===== src/rtl/dct_pkg.sv =====
// Shared definitions for the 2-D DCT/IDCT transpose sequencer: FSM states,
// default geometry and stage tags carried alongside every core vector.
package dct_pkg;

  localparam int DEF_D_WIDTH = 13;
  localparam int DEF_N_LOG2  = 3;

  typedef enum logic [2:0] {
    IDLE  = 3'd0,
    ROW   = 3'd1,
    DRAIN = 3'd2,
    COL   = 3'd3,
    WAIT  = 3'd4
  } state_e;

  localparam logic STAGE_ROW = 1'b0;
  localparam logic STAGE_COL = 1'b1;

  // Slots per vector (each sample is presented twice) and samples per block.
  function automatic int vec_slots(input int n_log2);
    return 2 << n_log2;
  endfunction

  function automatic int blk_elems(input int n_log2);
    return 1 << (2 * n_log2);
  endfunction

endpackage


===== src/rtl/dct_xpose_ctrl_if.sv =====
// Bundle of ingress, transpose RAM, 1-D core and output signals around the
// sequencer. The master side is the controller; slave is its environment.
//
// Handshake: ingress transfers on a rising clock edge where in_valid and
// in_ready are both high; in_data must be stable while in_valid is high.
// All other strobes (ram_we, core_en, core_out_en, out_en, done) are
// single-cycle qualifiers with no back-pressure.
interface dct_xpose_ctrl_if #(
    parameter int D_WIDTH = dct_pkg::DEF_D_WIDTH,
    parameter int N_LOG2  = dct_pkg::DEF_N_LOG2
) ();
    import dct_pkg::*;

    logic                  dct_flag;
    logic                  in_valid;
    logic                  in_ready;
    logic [D_WIDTH-1:0]    in_data;
    logic                  ram_we;
    logic [2*N_LOG2-1:0]   ram_waddr;
    logic [2*N_LOG2-1:0]   ram_raddr;
    logic [D_WIDTH-1:0]    ram_rdata;
    logic [D_WIDTH-1:0]    core_data;
    logic                  core_en;
    logic [N_LOG2:0]       core_idx;
    logic                  core_stage;
    logic                  core_out_en;
    logic                  core_out_stage;
    logic [N_LOG2-1:0]     core_out_idx;
    logic                  out_en;
    logic [2*N_LOG2-1:0]   out_idx;
    logic                  busy;
    logic                  done;
    state_e                dbg_state;

    modport master (
        input  dct_flag, in_valid, in_data, ram_rdata,
               core_out_en, core_out_stage, core_out_idx,
        output in_ready, ram_we, ram_waddr, ram_raddr,
               core_data, core_en, core_idx, core_stage,
               out_en, out_idx, busy, done, dbg_state
    );

    modport slave (
        output dct_flag, in_valid, in_data, ram_rdata,
               core_out_en, core_out_stage, core_out_idx,
        input  in_ready, ram_we, ram_waddr, ram_raddr,
               core_data, core_en, core_idx, core_stage,
               out_en, out_idx, busy, done, dbg_state
    );

endinterface


===== src/rtl/dct_rd_order.sv =====
// Column-pass element read order: natural for IDCT, butterfly pairing
// (0, N-1, 1, N-2, ...) for the forward DCT.
module dct_rd_order #(
    parameter int N_LOG2 = 3
) (
    input  logic              mode,
    input  logic [N_LOG2-1:0] k,
    output logic [N_LOG2-1:0] idx
);

    logic [N_LOG2-1:0] half;

    // For odd k, N-1-(k-1)/2 is the bitwise complement of k>>1.
    assign half = {1'b0, k[N_LOG2-1:1]};
    assign idx  = !mode ? k : (k[0] ? ~half : half);

endmodule


===== src/rtl/dct_xpose_ctrl.sv =====
// 2-D DCT/IDCT sequencer: row pass from ingress into the shared 1-D core,
// row results into the transpose RAM, column pass read back column-wise.
module dct_xpose_ctrl
  import dct_pkg::*;
#(
    parameter int D_WIDTH = DEF_D_WIDTH,
    parameter int N_LOG2  = DEF_N_LOG2
) (
    input  logic           clock,
    input  logic           reset,
    dct_xpose_ctrl_if.master bus
);

    localparam int SW = N_LOG2 + 1;        // slot index width
    localparam int CW = 2 * N_LOG2 + 1;    // block counter width
    localparam logic [SW-1:0]     SLOT_LAST = SW'(vec_slots(N_LOG2) - 1);
    localparam logic [N_LOG2-1:0] ROW_LAST  = '1;
    localparam logic [CW-1:0]     BLK_CNT   = CW'(blk_elems(N_LOG2));
    localparam logic [CW-1:0]     RD_LAST   = '1;

    state_e              state_q, state_d;
    logic                mode_q, rdy_q, done_q;
    logic [SW-1:0]       slot_q;
    logic [N_LOG2-1:0]   row_q;
    logic [CW-1:0]       wb_cnt_q, rd_cnt_q, res_cnt_q;
    logic [N_LOG2-1:0]   vec_q;
    logic                rd_v1_q;
    logic [SW-1:0]       rd_idx1_q;
    logic [N_LOG2-1:0]   rd_col1_q;
    logic                core_en_q, core_stage_q;
    logic [SW-1:0]       core_idx_q;
    logic [D_WIDTH-1:0]  core_data_q;

    logic                in_ready, accept, wb_ev, res_ev, res_last, row_last;
    logic [N_LOG2-1:0]   rd_ord, rd_col;

    // rdy_q keeps in_ready low while reset is held; done_q holds it low one more cycle.
    assign in_ready = rdy_q & ~done_q & ((state_q == IDLE) | (state_q == ROW));
    assign accept   = bus.in_valid & in_ready;
    assign row_last = accept & (slot_q == SLOT_LAST) & (row_q == ROW_LAST);
    assign wb_ev    = bus.core_out_en & (bus.core_out_stage == STAGE_ROW) &
                      ((state_q == ROW) | (state_q == DRAIN));
    assign res_ev   = bus.core_out_en & (bus.core_out_stage == STAGE_COL) &
                      ((state_q == COL) | (state_q == WAIT));
    assign res_last = res_ev & (state_q == WAIT) & (res_cnt_q == BLK_CNT - CW'(1));
    assign rd_col   = rd_cnt_q[CW-1:SW];

    dct_rd_order #(.N_LOG2(N_LOG2)) u_rd_order (
        .mode (mode_q),
        .k    (rd_cnt_q[SW-1:1]),
        .idx  (rd_ord)
    );

    always_comb begin
        state_d = state_q;
        case (state_q)
            IDLE:    if (accept) state_d = ROW;
            ROW:     if (row_last) state_d = DRAIN;
            DRAIN:   if (wb_cnt_q == BLK_CNT) state_d = COL;
            COL:     if (rd_cnt_q == RD_LAST) state_d = WAIT;
            WAIT:    if (res_last) state_d = IDLE;
            default: state_d = IDLE;
        endcase
    end

    always_ff @(posedge clock or posedge reset) begin
        if (reset) state_q <= IDLE;
        else       state_q <= state_d;
    end

    always_ff @(posedge clock or posedge reset) begin
        if (reset) begin
            mode_q       <= 1'b0;
            rdy_q        <= 1'b0;
            done_q       <= 1'b0;
            slot_q       <= '0;
            row_q        <= '0;
            wb_cnt_q     <= '0;
            rd_cnt_q     <= '0;
            res_cnt_q    <= '0;
            vec_q        <= '0;
            rd_v1_q      <= 1'b0;
            rd_idx1_q    <= '0;
            rd_col1_q    <= '0;
            core_en_q    <= 1'b0;
            core_stage_q <= STAGE_ROW;
            core_idx_q   <= '0;
            core_data_q  <= '0;
        end else begin
            rdy_q  <= 1'b1;
            done_q <= res_last;
            if (accept && state_q == IDLE) mode_q <= bus.dct_flag;

            if (accept) begin
                if (slot_q == SLOT_LAST) begin
                    slot_q <= '0;
                    row_q  <= (row_q == ROW_LAST) ? '0 : row_q + N_LOG2'(1);
                end else begin
                    slot_q <= slot_q + SW'(1);
                end
            end

            if (state_q == DRAIN && state_d == COL) wb_cnt_q <= '0;
            else if (wb_ev)                         wb_cnt_q <= wb_cnt_q + CW'(1);

            if (state_q == COL) rd_cnt_q <= (rd_cnt_q == RD_LAST) ? '0 : rd_cnt_q + CW'(1);

            if (res_last)    res_cnt_q <= '0;
            else if (res_ev) res_cnt_q <= res_cnt_q + CW'(1);

            // RAM read pipeline: address in t, data in t+1, core strobe in t+2.
            rd_v1_q   <= (state_q == COL);
            rd_idx1_q <= rd_cnt_q[SW-1:0];
            rd_col1_q <= rd_col;

            core_en_q    <= accept | rd_v1_q;
            core_stage_q <= rd_v1_q ? STAGE_COL : STAGE_ROW;
            if (accept) begin
                core_data_q <= bus.in_data;
                core_idx_q  <= slot_q;
            end else if (rd_v1_q) begin
                core_data_q <= bus.ram_rdata;
                core_idx_q  <= rd_idx1_q;
            end

            // Results of a vector arrive within 2N cycles of its last slot, so one tag suffices.
            if (accept && slot_q == SLOT_LAST)             vec_q <= row_q;
            else if (rd_v1_q && rd_idx1_q == SLOT_LAST)    vec_q <= rd_col1_q;
        end
    end

    assign bus.in_ready   = in_ready;
    assign bus.ram_we     = wb_ev;
    assign bus.ram_waddr  = wb_ev ? {vec_q, bus.core_out_idx} : '0;
    assign bus.ram_raddr  = (state_q == COL) ? {rd_ord, rd_col} : '0;
    assign bus.core_data  = core_data_q;
    assign bus.core_en    = core_en_q;
    assign bus.core_idx   = core_idx_q;
    assign bus.core_stage = core_stage_q;
    assign bus.out_en     = res_ev;
    assign bus.out_idx    = res_ev ? {bus.core_out_idx, vec_q} : '0;
    assign bus.busy       = (state_q != IDLE);
    assign bus.done       = done_q;
    assign bus.dbg_state  = state_q;

endmodule

===== src/flat_wrapper.sv =====
// flat-port wrapper written by rule: the top's interface ports become plain ports
module dct_xpose_ctrl_flat import dct_pkg::*;
#(
    parameter int D_WIDTH = DEF_D_WIDTH,
    parameter int N_LOG2  = DEF_N_LOG2
)
  (clock, reset, bus_dct_flag, bus_in_valid, bus_in_data, bus_ram_rdata, bus_core_out_en, bus_core_out_stage, bus_core_out_idx, bus_in_ready, bus_ram_we, bus_ram_waddr, bus_ram_raddr, bus_core_data, bus_core_en, bus_core_idx, bus_core_stage, bus_out_en, bus_out_idx, bus_busy, bus_done, bus_dbg_state);
  dct_xpose_ctrl_if #(.D_WIDTH(D_WIDTH), .N_LOG2(N_LOG2)) bus_i ();
  input  logic clock;
  input  logic reset;
  input wire logic [$bits(bus_i.dct_flag)-1:0] bus_dct_flag;
  input wire logic [$bits(bus_i.in_valid)-1:0] bus_in_valid;
  input wire logic [$bits(bus_i.in_data)-1:0] bus_in_data;
  input wire logic [$bits(bus_i.ram_rdata)-1:0] bus_ram_rdata;
  input wire logic [$bits(bus_i.core_out_en)-1:0] bus_core_out_en;
  input wire logic [$bits(bus_i.core_out_stage)-1:0] bus_core_out_stage;
  input wire logic [$bits(bus_i.core_out_idx)-1:0] bus_core_out_idx;
  output wire logic [$bits(bus_i.in_ready)-1:0] bus_in_ready;
  output wire logic [$bits(bus_i.ram_we)-1:0] bus_ram_we;
  output wire logic [$bits(bus_i.ram_waddr)-1:0] bus_ram_waddr;
  output wire logic [$bits(bus_i.ram_raddr)-1:0] bus_ram_raddr;
  output wire logic [$bits(bus_i.core_data)-1:0] bus_core_data;
  output wire logic [$bits(bus_i.core_en)-1:0] bus_core_en;
  output wire logic [$bits(bus_i.core_idx)-1:0] bus_core_idx;
  output wire logic [$bits(bus_i.core_stage)-1:0] bus_core_stage;
  output wire logic [$bits(bus_i.out_en)-1:0] bus_out_en;
  output wire logic [$bits(bus_i.out_idx)-1:0] bus_out_idx;
  output wire logic [$bits(bus_i.busy)-1:0] bus_busy;
  output wire logic [$bits(bus_i.done)-1:0] bus_done;
  output wire logic [$bits(bus_i.dbg_state)-1:0] bus_dbg_state;
  assign bus_i.dct_flag = bus_dct_flag;
  assign bus_i.in_valid = bus_in_valid;
  assign bus_i.in_data = bus_in_data;
  assign bus_i.ram_rdata = bus_ram_rdata;
  assign bus_i.core_out_en = bus_core_out_en;
  assign bus_i.core_out_stage = bus_core_out_stage;
  assign bus_i.core_out_idx = bus_core_out_idx;
  assign bus_in_ready = bus_i.in_ready;
  assign bus_ram_we = bus_i.ram_we;
  assign bus_ram_waddr = bus_i.ram_waddr;
  assign bus_ram_raddr = bus_i.ram_raddr;
  assign bus_core_data = bus_i.core_data;
  assign bus_core_en = bus_i.core_en;
  assign bus_core_idx = bus_i.core_idx;
  assign bus_core_stage = bus_i.core_stage;
  assign bus_out_en = bus_i.out_en;
  assign bus_out_idx = bus_i.out_idx;
  assign bus_busy = bus_i.busy;
  assign bus_done = bus_i.done;
  assign bus_dbg_state = bus_i.dbg_state;
  dct_xpose_ctrl #(.D_WIDTH(D_WIDTH), .N_LOG2(N_LOG2)) u_core (.clock(clock), .reset(reset), .bus(bus_i));
endmodule

===== config.mk =====
export PLATFORM = sky130hd
export DESIGN_NAME = dct_xpose_ctrl_flat
export DESIGN_NICKNAME = d
export VERILOG_FILES = /design/src/rtl/dct_pkg.sv /design/src/rtl/dct_xpose_ctrl_if.sv /design/src/rtl/dct_rd_order.sv /design/src/rtl/dct_xpose_ctrl.sv /design/src/flat_wrapper.sv
export SDC_FILE = /design/constraint.sdc
export NUM_CORES = 1
export LEC_CHECK = 0
export BUFFER_PORTS_ARGS = -buffer_cell sky130_fd_sc_hd__buf_2
export CORE_AREA = 2 2 104 106
export CTS_BUF_LIST = sky130_fd_sc_hd__clkbuf_8
export CTS_CLUSTER_DIAMETER = 80
export CTS_CLUSTER_SIZE = 40
export DETAILED_ROUTE_END_ITERATION = 8
export DIE_AREA = 0 0 106 108
export SYNTH_ARGS = -nofsm -noshare
export SYNTH_HDL_FRONTEND = slang
export SYNTH_HIERARCHICAL = 1
export SYNTH_SLANG_ARGS = --single-unit

===== constraint.sdc =====
create_clock -name clock -period 2.9 [get_ports clock]
set_input_delay 0.725 -clock clock [delete_from_list [all_inputs] [get_ports clock]]
set_output_delay 0.725 -clock clock [all_outputs]
set_load 0.02 [all_outputs]

==> results.py, run 1 <==
metrics = {
    "worst_setup_path": {
        "cp.arrival_ns": 1.99,
        "reg2reg_slack_ns": 0.91,
        "path_max_fanout": 10,
        "r2r_end": "u_core/bus.dbg_state[0]",
        "crit_path_end_kind": "primary output",
        "crit_path_start_kind": "flop",
        "required_ns": 2.17,
        "r2r_cells": 4,
        "crit_type": "reg -> out",
        "r2r_start": "u_core/bus.dbg_state[1]",
    },
    "outcome": {
        "status": "completed",
    },
    "synthesis": {
        "async_reset_ff_share_pct": 100,
        "ys_seq_elements": 64,
        "post-synth-top-count-cell": "dfrtp_1",
        "synth-main-ff-cell": "dfrtp_1",
        "synth_edf_count": 0,
        "synth_top_area_share_pct": 53.0,
        "syn-cell-area_um2": 3020,
        "synth_seq_area_share_pct": 53.0,
        "yosys_warnings": 6,
        "synth.avg_cell_area_um2": 10.5,
        "synth_nets": 331,
        "synth_commonest_cells": "dfrtp_1 (64), nand2_1 (44), mux2i_1 (22), o21ai_0 (22), nor2_1 (20)",
        "syn_inst": 289,
        "ys_types": 43,
        "synth.area.top_cells": "dfrtp_1 (53%), mux2i_1 (7.3%), nand2_1 (5.5%)",
        "yosys.area.top_type": "dfrtp_1",
    },
    "clock_network": {
        "clkTransAtPathRegs_ns": 0.07,
        "cts_max_level": 3,
        "cts_setup_buffers": 0,
        "clk_latency_ns": 0.33,
        "cts_inserted_buffers": 9,
        "cts.sink_count": 64,
        "cts_resized": 0,
        "clockRootBuffer": "clkbuf_8",
        "hold_buffers": 0,
        "clk_path_buf_depth": 2,
        "cts_tree": "done",
    },
    "global_routing": {
        "antenna_found_initial": 0,
        "grt_pass1_wl_um": 11100,
        "grt_max_degree": 39,
        "grt_util_all_layers_pct": 12.1,
        "grt-ovfl-total": 0,
        "first_global_vias": 2309,
    },
    "timing": {
        "fin_skew_ns": 0.00743,
        "grt_setup_unrepaired": "no",
        "fin_crit_sh_pct": 93.8,
        "relSlewSlack_pct": 60.2,
        "tightest_slew_ns": 0.596,
        "fin_ws_ns": 0.180,
        "slew_viol_final": 0,
        "fin_setup_tns_ns": 0,
        "finalHoldViolCount": 0,
        "max_freq_mhz": 368,
        "whs_ns": 0.457,
        "finalCriticalPeriod_ns": 2.72,
        "finalSetupViolCount": 0,
    },
    "placement": {
        "port_buffers": 79,
        "place_area_um2": 3580,
        "pre_cts_slack_ns": 0.385,
        "place_congestion": 0.760,
        "dpl.hpwl_um": 4780,
    },
    "layout": {
        "diodes": 0,
        "area.growth.synth_to_final_pct": 24.4,
        "layout.nets": 416,
        "drive_above_1_share_pct": 28.4,
        "final_util_pct": 36.7,
        "postLayoutCellArea_um2": 3760,
        "fillCellCount": 1012,
    },
    "floorplanning": {
        "ios": 80,
        "initial_core_util_pct": 29.5,
        "fp.dieH_um": 108,
        "core_um2": 10200,
        "die_w_um": 106,
        "rows": 37,
        "die_area_um2": 11400,
    },
    "power_and_ir_drop": {
        "pwr-share-comb_pct": 19.2,
        "clock_power_share_pct": 30.3,
        "p_int_mw": 1.60,
        "ir_worst_vdd_mv": 0.273,
        "power_leakage_nw": 1.89,
        "p_sw_uw": 687,
        "swShare_pct": 30.0,
        "power_density_nw_per_um2": 609,
        "pwr-share-seq_pct": 50.5,
    },
    "detailed_routing": {
        "drtPass1Iterations": 4,
        "routed_wl_um": 6480,
        "vias": 2344,
        "drc_errors": 0,
        "drt-wirelength-per-cell_um": 12.6,
        "vias_per_cell": 4.57,
        "postRouteAntennaNets": 0,
        "dr.first_iter.drc_count": 140,
    },
    "flow_run": {
        "cap_violations": 0,
    },
    "worst_hold_path": {
        "min_path_type": "in -> async",
    },
}
[logic make-up after synthesis]
kind of cell,synth area share [%]
AND/OR/NAND/NOR,20.5
adder cells (fa/ha/maj),2.90
XOR/XNOR,4.93
other,0.124
buffers and inverters,2.40
AO/OA/AOI/OAI,8.12
flip-flops,53.0
multiplexers,8.04
[registers in the layout, summed over array words and instances (netlist names), 3 cells and up]
signal and count:
u_core/rd_idx1_q 4, u_core/wb_cnt_q 7, u_core/row_q 3, u_core/slot_q 4, u_core/bus.core_idx 4, u_core/rd_cnt_q 7
u_core/bus.dbg_state 3, u_core/res_cnt_q 7, u_core/rd_col1_q 3, u_core/bus.core_data 13, u_core/vec_q 3
[cell usage in the layout, fill, tap and decap left out, types with 2 or more instances in the layout]
cell type | netlist | final
buf_2 | 4 | 79
dfrtp_1 | 64 | 63
nand2_1 | 44 | 44
mux2i_1 | 22 | 22
o21ai_0 | 22 | 22
nor2_1 | 20 | 20
and2_1 | 13 | 13
and3_1 | 12 | 12
xnor2_1 | 12 | 12
a21oi_1 | 11 | 11
clkbuf_8 | 0 | 9
nand3_1 | 9 | 9
ha_1 | 7 | 7
xor2_1 | 5 | 5
inv_1 | 4 | 4
nand4_1 | 4 | 4
buf_4 | 1 | 4
a21o_1 | 3 | 3
clkinv_2 | 0 | 2
or4_4 | 2 | 2
nor3b_1 | 2 | 2
nor3_1 | 2 | 2
mux2_2 | 2 | 2
[worst max-delay path, cell delays in order (launching register included)]
cell and delay [ns]:
dfrtp_1 0.50, or3b_4 0.47, a21o_1 0.23, clkinv_1 0.16
and2_1 0.15, buf_2 0.16
[metal layers]
metal	wire [µm]	track usage [%]
met5	0	0
met4	137	6.30
met3	151	2.11
met2	3300	20.0
met1	2890	15.2
[how the worst max path moves through the flow]
stage | from | to | depth (start not counted)
CTS | u_core/bus.dbg_state[2] | bus_out_idx[2] | 5
floorplan | u_core/bus.dbg_state[1] | bus_out_idx[0] | 5
global route | u_core/bus.dbg_state[1] | bus_out_idx[2] | 5
detailed placement | bus_core_out_en | bus_out_idx[2] | 6
global placement | bus_core_out_en | bus_out_idx[2] | 6
finish | u_core/bus.dbg_state[1] | bus_out_idx[2] | 5
[power by group through the flow]
stage | Sequential (mW) | Clock [mW] | Combinational [mW]
2_1_floorplan | 1.19 | 0 | 0.256
3_3_place_gp | 1.17 | 0 | 0.437
3_5_place_dp | 1.17 | 0 | 0.446
4_1_cts | 1.16 | 0.719 | 0.446
5_1_grt | 1.18 | 0.756 | 0.496
6_report | 1.16 | 0.694 | 0.440
[through the flow]
| stage | total power [mW] | instances |
|---|---|---|
| finish | 2.29 | 513 |
| global route | 2.43 | 513 |
| CTS | 2.32 | 513 |
| detailed placement | 1.61 | 499 |
| global placement | 1.60 | 499 |
| floorplan | 1.45 | 289 |
[final cells by class]
class / instances / area [µm²] / area share (%)
clock inverters: 5 / 51.3 / 1.36
multi-input cells: 210 / 1350 / 35.8
clock buffers: 9 / 124 / 3.30
well taps: 136 / 170 / 4.53
inverters: 5 / 18.8 / 0.499
repair buffers: 84 / 445 / 11.9
flip-flops and latches: 64 / 1600 / 42.6
Note: power is estimated with default switching activity, not from simulation.
==> run 2: changes to the inputs <==
==> constraint.sdc (replaced) <==
create_clock -name clock -period 3.1 [get_ports clock]
set_input_delay 0.775 -clock clock [delete_from_list [all_inputs] [get_ports clock]]
set_output_delay 0.775 -clock clock [all_outputs]
set_load 0.02 [all_outputs]
==> run 2 against run 1 <==
Highest routed layer unchanged. Clock skew grew 0.0024 ns. First-iteration DRC count fell by 26%. Routed wire length grew 1.9%. Sequential power is 7% lower.
==> results.py, run 2 (same netlist as run 1, synthesis figures left out) <==
metrics = {
    "clock_network": {
        "clk_path_buf_depth": 2,
        "clk_latency_ns": 0.34,
        "cts_max_level": 3,
        "cts_inserted_buffers": 9,
        "hold_buffers": 0,
        "cts.sink_count": 64,
        "clkTransAtPathRegs_ns": 0.07,
        "cts_tree": "done",
        "cts_setup_buffers": 0,
        "clockRootBuffer": "clkbuf_8",
        "cts_resized": 0,
    },
    "layout": {
        "area.growth.synth_to_final_pct": 25.8,
        "drive_above_1_share_pct": 28.7,
        "most-common-layout-cells": "buf_2 (79), dfrtp_1 (64), nand2_1 (44)",
        "layout_commonest_cell": "buf_2",
        "diodes": 0,
        "largest_reg_flops": 13,
        "layout.nets": 417,
        "final_util_pct": 37.1,
    },
    "global_routing": {
        "grt_pass1_wl_um": 11100,
        "first_global_vias": 2264,
        "grt_util_all_layers_pct": 12.5,
        "grt_max_degree": 32,
        "antenna_found_initial": 0,
        "grt-ovfl-total": 0,
    },
    "detailed_routing": {
        "routed_wl_um": 6600,
        "dr.first_iter.drc_count": 104,
        "vias": 2332,
        "vias_per_cell": 4.52,
        "drc_errors": 0,
        "postRouteAntennaNets": 0,
        "drt-wirelength-per-cell_um": 12.8,
        "drtPass1Iterations": 4,
    },
    "power_and_ir_drop": {
        "power.total_mw": 2.27,
        "ir_worst_vdd_mv": 0.236,
        "power_density_nw_per_um2": 598,
        "power_leakage_nw": 1.91,
    },
    "placement": {
        "place_congestion": 0.761,
        "dpl.hpwl_um": 4950,
        "port_buffers": 79,
    },
    "timing": {
        "finalSetupViolCount": 0,
        "slew_viol_final": 0,
        "grt_setup_unrepaired": "no",
        "max_freq_mhz": 355,
        "finalHoldViolCount": 0,
        "finalCriticalPeriod_ns": 2.82,
        "relSlewSlack_pct": 60.7,
        "fin_crit_sh_pct": 91.0,
        "tightest_slew_ns": 0.589,
        "fin_skew_ns": 0.00983,
        "fin_setup_tns_ns": 0,
    },
    "worst_setup_path": {
        "crit_path_start_kind": "flop",
        "cp.arrival_ns": 2.04,
        "crit_type": "reg -> out",
        "required_ns": 2.32,
        "path_max_fanout": 10,
        "crit_path_end_kind": "primary output",
    },
    "floorplanning": {
        "initial_core_util_pct": 29.5,
        "ios": 80,
        "die_w_um": 106,
        "die_area_um2": 11400,
        "rows": 37,
        "fp.dieH_um": 108,
        "core_um2": 10200,
    },
    "worst_hold_path": {
        "min_path_type": "reg -> reg",
    },
    "flow_run": {
        "cap_violations": 0,
    },
    "outcome": {
        "status": "completed",
    },
}
==> run 2: changes by cell type in the layout (fill, tap and decap cells not counted), sizes merged <==
cell    delta
buf        +1
bufinv     +1
clkinv     +1
==> run 2: stage by stage <==
stage	setup slack (ns)	hold WS, ns	cell area [µm²]	cells
after floorplan	0.645	0.349	3020	289
after global placement	0.574	0.433	3580	500
after detailed placement	0.494	0.431	3580	500
after CTS	0.243	0.448	3800	516
after global routing	0.0917	0.478	3800	516
final	0.280	0.442	3800	516
==> run 2: path summary, 6_finish.rpt <==
check                                   startpoint                      end  slack, ns  depth (start not counted)
min in group asynchronous                    reset  u_core/bus.core_data[9]       0.50                          2
setup reg to reg           u_core/bus.dbg_state[1]            u_core/mode_q       1.10                          4
hold / removal                  u_core/rd_cnt_q[0]      u_core/rd_idx1_q[0]       0.44                          0
setup / recovery           u_core/bus.dbg_state[2]           bus_out_idx[2]       0.28                          5
max in group asynchronous                    reset          u_core/vec_q[1]       1.91                          3
hold reg to reg                 u_core/rd_cnt_q[0]      u_core/rd_idx1_q[0]       0.44                          0
==> run 2: per-layer routing <==
metal / wire length [µm] / up-vias / GRT usage [%]
li1: - / 1165 / -
met1: 2970 / 1132 / 15.4
met2: 3360 / 24 / 20.3
met3: 135 / 11 / 2.59
met4: 143 / 0 / 7.14
met5: 0 / - / 0
==> run 2: report_power, final <==
part	internal, mW	switching [mW]
Clock	0.453	0.326
Combinational	0.183	0.231
Sequential	0.960	0.121
Total	1.60	0.677
==> run 2: area by class of cell <==
| class | count | area, µm² |
|---|---|---|
| Timing Repair Buffer | 85 | 440 |
| Fill cell | 1009 | 6430 |
| Tap cell | 136 | 170 |
| Clock buffer | 9 | 124 |
| Multi-Input combinational cell | 210 | 1350 |
| Sequential cell | 64 | 1600 |
| Inverter | 5 | 18.8 |
| Clock inverter | 7 | 97.6 |
==> run 2: critical path, cell delays in order (launching register included) <==
cell and delay, ns:
dfrtp_1 0.52, nand3b_2 0.29, a21o_1 0.25, clkinv_1 0.25, and2_1 0.24, buf_2 0.15
==> run 3: changes to the inputs <==
--- a/config.mk
+++ b/config.mk
@@ -6,12 +6,12 @@
 export NUM_CORES = 1
 export LEC_CHECK = 0
 export BUFFER_PORTS_ARGS = -buffer_cell sky130_fd_sc_hd__buf_2
-export CORE_AREA = 2 2 104 106
+export CORE_AREA = 3 3 105 107
 export CTS_BUF_LIST = sky130_fd_sc_hd__clkbuf_8
 export CTS_CLUSTER_DIAMETER = 80
 export CTS_CLUSTER_SIZE = 40
 export DETAILED_ROUTE_END_ITERATION = 8
-export DIE_AREA = 0 0 106 108
+export DIE_AREA = 0 0 108 110
 export SYNTH_ARGS = -nofsm -noshare
 export SYNTH_HDL_FRONTEND = slang
 export SYNTH_HIERARCHICAL = 1
==> run 3 against run 2 <==
Clock-buffer cell count grew 1. Worst hold slack gained 0.019 ns. Sequential share of layout area shrank 0.083 points. Total power grew 1.3%. Final cell count is the same. Largest power group unchanged. Highest routed layer unchanged.
==> results.py, run 3 (same netlist as run 1, synthesis figures left out) <==
metrics = {
    "global_routing": {
        "grt_pass1_wl_um": 11200,
        "grt_util_all_layers_pct": 12.0,
        "first_global_vias": 2283,
        "grt_max_degree": 35,
        "grt-ovfl-total": 0,
        "antenna_found_initial": 0,
    },
    "detailed_routing": {
        "vias": 2361,
        "drtPass1Iterations": 4,
        "postRouteAntennaNets": 0,
        "drt-wirelength-per-cell_um": 13.1,
        "routed_wl_um": 6740,
        "drc_errors": 0,
        "dr.first_iter.drc_count": 114,
        "vias_per_cell": 4.58,
    },
    "worst_setup_path": {
        "critPathMaxStageDelay_ns": 0.53,
        "crit_path_end_kind": "primary output",
        "cp.arrival_ns": 2.04,
        "r2r_end": "u_core/bus.dbg_state[0]",
        "reg2reg_slack_ns": 1.10,
        "path_max_fanout": 10,
        "crit_type": "reg -> out",
        "r2r_cells": 4,
        "path_cells": "nand3b_2 > a21o_1 > clkinv_1 > and2_1 > buf_2",
        "slowest_stage": "dfrtp_1",
        "required_ns": 2.32,
        "crit_path_start_kind": "flop",
        "r2r_start": "u_core/bus.dbg_state[1]",
    },
    "worst_hold_path": {
        "min_path_type": "reg -> reg",
        "hold_end": "u_core/rd_idx1_q[0]",
        "hold_start": "u_core/rd_cnt_q[0]",
        "holdPathStages": 0,
    },
    "clock_network": {
        "hold_buffers": 0,
        "clkTransAtPathRegs_ns": 0.07,
        "clockRootBuffer": "clkbuf_8",
        "cts_max_level": 3,
        "cts.sink_count": 64,
        "cts_resized": 0,
        "clk_path_buf_depth": 2,
        "cts_tree": "done",
        "cts_setup_buffers": 0,
        "cts_inserted_buffers": 9,
        "clk_latency_ns": 0.34,
    },
    "floorplanning": {
        "die_w_um": 108,
        "initial_core_util_pct": 29.5,
        "fp.dieH_um": 110,
        "die_area_um2": 11900,
        "ios": 80,
        "core_um2": 10200,
        "rows": 37,
    },
    "timing": {
        "tightest_slew_ns": 0.750,
        "finalCriticalPeriod_ns": 2.82,
        "fin_setup_tns_ns": 0,
        "slew_viol_final": 0,
        "finalSetupViolCount": 0,
        "max_freq_mhz": 355,
        "fin_skew_ns": 0.0103,
        "relSlewSlack_pct": 49.9,
        "finalHoldViolCount": 0,
        "fin_crit_sh_pct": 90.8,
        "grt_setup_unrepaired": "no",
        "whs_ns": 0.461,
    },
    "flow_run": {
        "cap_violations": 0,
    },
    "layout": {
        "layout_commonest_cell": "buf_2",
        "diodes": 0,
        "drive_above_1_share_pct": 28.9,
        "stdcell_count": 516,
        "most-common-layout-cells": "buf_2 (79), dfrtp_1 (64), nand2_1 (44)",
        "area.growth.synth_to_final_pct": 26.0,
        "layout.nets": 417,
        "largest_reg_flops": 13,
    },
    "placement": {
        "dpl.hpwl_um": 4970,
        "port_buffers": 79,
        "place_inst": 500,
        "place_congestion": 0.746,
    },
    "power_and_ir_drop": {
        "ir_worst_vdd_mv": 0.184,
        "power_leakage_nw": 1.92,
        "power_density_nw_per_um2": 605,
    },
    "outcome": {
        "status": "completed",
    },
}
-- run 3: power breakdown --
part	internal, mW	switching, mW	leakage (nW)
Clock	0.479	0.332	0.117
Combinational	0.181	0.230	0.981
Sequential	0.959	0.121	0.822
Total	1.62	0.683	1.92
-- run 3: worst max path at each step --
stage                            start             end  slack, ns  cells past startpoint
4_1_cts        u_core/bus.dbg_state[2]  bus_out_idx[2]       0.27                      5
3_5_place_dp           bus_core_out_en  bus_out_idx[2]       0.50                      6
5_1_grt        u_core/bus.dbg_state[2]  bus_out_idx[2]       0.11                      5
6_report       u_core/bus.dbg_state[2]  bus_out_idx[2]       0.28                      5
2_1_floorplan  u_core/bus.dbg_state[1]  bus_out_idx[0]       0.65                      5
3_3_place_gp           bus_core_out_en  bus_out_idx[2]       0.57                      6
-- run 3: area by class of cell --
| cell class | instances | area (µm²) |
|---|---|---|
| fillers | 1012 | 6420 |
| flip-flops and latches | 64 | 1600 |
| multi-input cells | 210 | 1350 |
| repair buffers | 85 | 440 |
| well taps | 136 | 170 |
| clock buffers | 10 | 138 |
| clock inverters | 6 | 91.3 |
| inverters | 5 | 18.8 |
-- run 3: critical path, delay by kind of cell (launching register included) --
| kind | cells | cell delay [ns] |
|---|---|---|
| AO/OA/AOI/OAI | 1 | 0.26 |
| buffers and inverters | 2 | 0.39 |
| flip-flops | 1 | 0.53 |
| AND/OR/NAND/NOR | 2 | 0.53 |
-- run 3: per-layer routing --
metal  vias up  wire length [µm]  global-route usage, %
met5         -                 0                      0
met4         0               160                   6.22
met3        13               129                   1.86
met2        30              3350                   19.6
met1      1148              3100                   15.4
li1       1170                 -                      -
-- run 3: through the flow --
step	setup WS (ns)	total power [mW]	util [%]	cell area (µm²)
finish	0.284	2.30	37.2	3810
global route	0.113	2.43	37.2	3810
CTS	0.265	2.33	37.2	3810
detailed placement	0.504	1.51	35.0	3580
global placement	0.569	1.50	35.0	3580
floorplan	0.645	1.35	-	3020
